$ cat config.mk
export PLATFORM = sky130hd
export DESIGN_NAME = async_port_receiver
export DESIGN_NICKNAME = d
export VERILOG_FILES = /design/src/rtl/async_port_receiver.sv
export SDC_FILE = /design/constraint.sdc
export NUM_CORES = 1
export LEC_CHECK = 0
export CAP_MARGIN = 25
export CORE_MARGIN = 2
export CORE_UTILIZATION = 50
export CTS_BUF_LIST = sky130_fd_sc_hd__clkbuf_4 sky130_fd_sc_hd__clkbuf_8
export DETAILED_ROUTE_END_ITERATION = 8
export DONT_BUFFER_PORTS = 1
export HOLD_SLACK_MARGIN = 0.03
export RECOVER_POWER = 25
export SLEW_MARGIN = 25
export SYNTH_ARGS = -nofsm -noshare
export SYNTH_HDL_FRONTEND = slang
export SYNTH_SLANG_ARGS = --single-unit
export TNS_END_PERCENT = 10
$ cat constraint.sdc
create_clock -name clk -period 5.1 [get_ports clk]
set_input_delay 1.02 -clock clk [delete_from_list [all_inputs] [get_ports clk]]
set_output_delay 1.02 -clock clk [all_outputs]
set_load 0.03 [all_outputs]
$ cat src/rtl/async_port_receiver.sv
// Clocked responder for one asynchronous switch output port: resynchronizes the
// 4-phase request, captures bundled data into a FIFO and returns the acknowledge.
module async_port_receiver #(
  parameter int WIDTH       = 128,
  parameter int DEPTH       = 4,
  parameter int SYNC_STAGES = 2,
  parameter int CNT_W       = 32
) (
  input  logic                     clk,
  input  logic                     reset,
  input  logic                     gen_enable,
  input  logic                     req_i,
  input  logic [WIDTH-1:0]         data_i,
  output logic                     ack_o,
  output logic                     out_valid,
  output logic [WIDTH-1:0]         out_data,
  input  logic                     out_ready,
  output logic [$clog2(DEPTH):0]   occupancy,
  output logic [CNT_W-1:0]         flit_count
);

  localparam int PTR_W = $clog2(DEPTH);
  localparam logic [PTR_W:0] FULL_CNT = (PTR_W+1)'(DEPTH);

  typedef enum logic [1:0] {
    IDLE     = 2'd0,
    CAPTURE  = 2'd1,
    WAIT_LOW = 2'd2
  } state_t;

  logic [SYNC_STAGES-1:0] req_sync_p0;
  logic                   req_s;
  state_t                 state;
  logic [PTR_W-1:0]       wr_ptr;
  logic [PTR_W-1:0]       rd_ptr;
  logic [PTR_W:0]         count;
  logic [WIDTH-1:0]       mem [DEPTH];
  logic                   full;
  logic                   push;
  logic                   pop;

  assign req_s     = req_sync_p0[SYNC_STAGES-1];
  assign full      = (count == FULL_CNT);
  assign out_valid = (count != '0);
  assign pop       = out_valid && out_ready;
  // A pop on the same edge frees the slot, so a full FIFO can still accept.
  assign push      = (state == CAPTURE) && (!full || pop);
  assign occupancy = count;

  // Stage p0: request synchronizer (data_i is bundled, never synchronized)
  always_ff @(posedge clk) begin
    if (reset) begin
      req_sync_p0 <= '0;
    end else begin
      req_sync_p0 <= {req_sync_p0[SYNC_STAGES-2:0], req_i};
    end
  end

  // Stage p1: handshake FSM with registered acknowledge
  always_ff @(posedge clk) begin
    if (reset) begin
      state      <= IDLE;
      ack_o      <= 1'b0;
      flit_count <= '0;
    end else begin
      case (state)
        IDLE: begin
          ack_o <= 1'b0;
          if (req_s && gen_enable) state <= CAPTURE;
        end
        CAPTURE: begin
          if (push) begin
            ack_o      <= 1'b1;
            flit_count <= flit_count + CNT_W'(1);
            state      <= WAIT_LOW;
          end
        end
        WAIT_LOW: begin
          if (!req_s) begin
            ack_o <= 1'b0;
            state <= IDLE;
          end
        end
        default: begin
          ack_o <= 1'b0;
          state <= IDLE;
        end
      endcase
    end
  end

  // Stage p2: FIFO storage and registered head
  always_ff @(posedge clk) begin
    if (push) mem[wr_ptr] <= data_i;
  end

  always_ff @(posedge clk) begin
    if (reset) begin
      wr_ptr   <= '0;
      rd_ptr   <= '0;
      count    <= '0;
      out_data <= '0;
    end else begin
      if (push) wr_ptr <= wr_ptr + PTR_W'(1);
      if (pop)  rd_ptr <= rd_ptr + PTR_W'(1);
      case ({push, pop})
        2'b10:   count <= count + (PTR_W+1)'(1);
        2'b01:   count <= count - (PTR_W+1)'(1);
        default: count <= count;
      endcase
      // The head register is loaded with whatever becomes the oldest flit.
      if (push && ((count == '0) || (pop && count == (PTR_W+1)'(1)))) begin
        out_data <= data_i;
      end else if (pop && count > (PTR_W+1)'(1)) begin
        out_data <= mem[rd_ptr + PTR_W'(1)];
      end
    end
  end

endmodule

==> metrics <==
Final Skew=0.0289 ns; share of cells above drive strength 1=19.9%; fin. max-slew vios=0; final setup fails=0; diode count=0; Crit. End Element=output port; Synth Cell Area=26,000 um2; Final Cycle Share=65.0%; filler cell count=4,106; Avg Cell Area, Syn=15.9 um2; CTS Hold Bufs=0; CTS root buf=clkbuf_8; Post-Route WL=57,700 um; WL/cell=23.7 um; DRT Pass-1 Iters=5; PnR worst setup slack=1.79 ns; hold crit path type=input pin to flop; syn_nets=1,782; GRT overflow=0; crit path launch type=flop; Synth async-reset ratio=0%; synth warn=0; Synth Flop Type=edfxtp_1; worst slew pin tran=1.03 ns; dpl hpwl=32,100 um; H-tree level count=3; status=complete, no violations; EDFF count, synth=512; post-synthesis sequential area ratio=72.4%; I/O pin cnt=298; CP Data Required Time=4.08 ns; Syn Inst Count=1,640; Max VDD drop=250 uV; Synth Register Bits=684; Leak=8.95 nW; CTS max path bufs=3; PortBufs=0; number of global-route vias before repair=14.7k; TritonCTS clock tree=done; synth cell count leaders=edfxtp_1 (512), nand2_1 (278), dfxtp_1 (172); Worst Setup Path Type=flop to output port; vias per cell=5.85; Sink Count=684; DP Worst Slack=1.93 ns; max-cap viol count=0; initial DRC count=803; cell area power density=436 nW/um2; area grow syn2layout=11.5%; Worst-path clk slew=0.06 ns; Final nets=1,800; placed cell count=2,227; chip width=232 um; routed via count=14.2k; area of the multi-input gates=6730 um2; cts repair resizes=0; cell taking the most area after synthesis=edfxtp_1; Antenna Nets Post-Route=0; initial antenna violation count=0; Hold WS=0.390 ns; slew margin rel.=31.2%; initial core utilization=50.6%; final cell count without fillers=2,433; Die H=232 um; Pwr Total=0.0127 W; core area=51,400 um2; TritonCTS buffer count=109; Total GRT Usage=21.8%; DRC=0; Critical Path Fanout Max=10; Worst-Skew Late Latency=0.72 ns; Synth top area share=59.1%; critical path arrival=2.29 ns; setup TNS=0 ns; FF+latch area=18,800 um2; f_max=302 MHz; row cnt=83; largest net degree at the start of global routing=176; RSZ-0062 raised after global routing=no; Yosys cell types=41; top-count cell post-synth=edfxtp_1; final hold violation count=0; first-pass GRT wire length=88,500 um; die area=53,900 um2; # Post-CTS Setup Buffers=0; fin crit period=3.31 ns; most area-consuming cells after synthesis=edfxtp_1 (59%), dfxtp_1 (13%), mux4_2 (11%); GP Congestion=0.857
[kinds of logic after synthesis]
logic type | count (synthesis) | share of synthesized area, %
flops | 684 | 72.4
compound gates | 157 | 4.97
mux | 131 | 11.2
buf+inv | 118 | 1.95
fa+ha+maj | 9 | 0.433
xor+xnor | 28 | 0.943
simple gates | 513 | 8.13
[worst max-delay path, cell delays in order, from the launching register on]
cell and delay [ns]:
dfxtp_1 0.58, inv_1 0.20, ha_1 0.36, nand2b_1 0.46
[cells in the final DEF (no fill, tap or decap), types with 2 or more instances in the layout]
master and count:
edfxtp_1 512, ha_1 9, inv_6 4, and3_4 4, clkbuf_4 42, nand4_1 6, nor2b_1 8, dfxtp_4 2
and3_1 5, a31oi_1 4, buf_12 11, clkbuf_8 118, and4_1 6, a311oi_1 128, clkinv_2 14, nor3_1 10
mux4_2 128, o21ai_0 5, xnor2_1 20, a211oi_1 2, nand2b_1 2, nand2_1 278, xor2_1 8, dfxtp_1 170
buf_4 7, mux2_2 3, nand3_1 11, inv_1 7, bufinv_16 5, nor4_1 6, clkinv_1 20, a21oi_1 12
or3_1 4, nor2_1 166
[where the power goes]
group          total, W  switching [W]  leakage (nW)  internal, W
sequential      0.00670       0.000549          6.00      0.00615
clock           0.00485        0.00214          1.23      0.00271
combinational   0.00111       0.000595          1.72     0.000516
[metal layers]
layer	track usage, %	routed length (um)	up-vias
li1	-	-	6379
met1	27.5	23900	7330
met2	35.1	27500	420
met3	8.02	4970	108
met4	6.75	1360	0
met5	0	0	-
[worst paths after layout]
check	depth (start not counted)	start	slack (ns)	to
worst max register to register	7	occupancy[1]	1.91	out_data[29]
worst max-delay path	3	occupancy[1]	1.79	out_valid
worst min-delay path	0	data_i[122]	0.39	mem[3][122]
worst min register to register	1	req_sync_p0[0]	0.45	req_sync_p0[1]
[registers in the layout (all words and copies together) (netlist names)]
register     flops
req_sync_p0      2
state            2
out_data       128
rd_ptr           2
mem            512
occupancy        3
flit_count      32
ack_o            1
wr_ptr           2
[layout make-up]
class	instances	share of cell area [%]
Tap cell	680	2.93
Inverter	7	0.0906
Clock buffer	160	6.69
Multi-Input combinational cell	838	23.2
Timing Repair Buffer	18	0.940
Clock inverter	46	1.26
Sequential cell	684	64.9
[metrics by stage]
step / cell area (um2) / util (%)
detailed placement: 26700 / 51.9
global route: 29000 / 56.4
global placement: 26700 / 51.9
finish: 29000 / 56.4
CTS: 29000 / 56.4
floorplan: 26000 / -
Note: power is estimated with default switching activity, not from simulation.
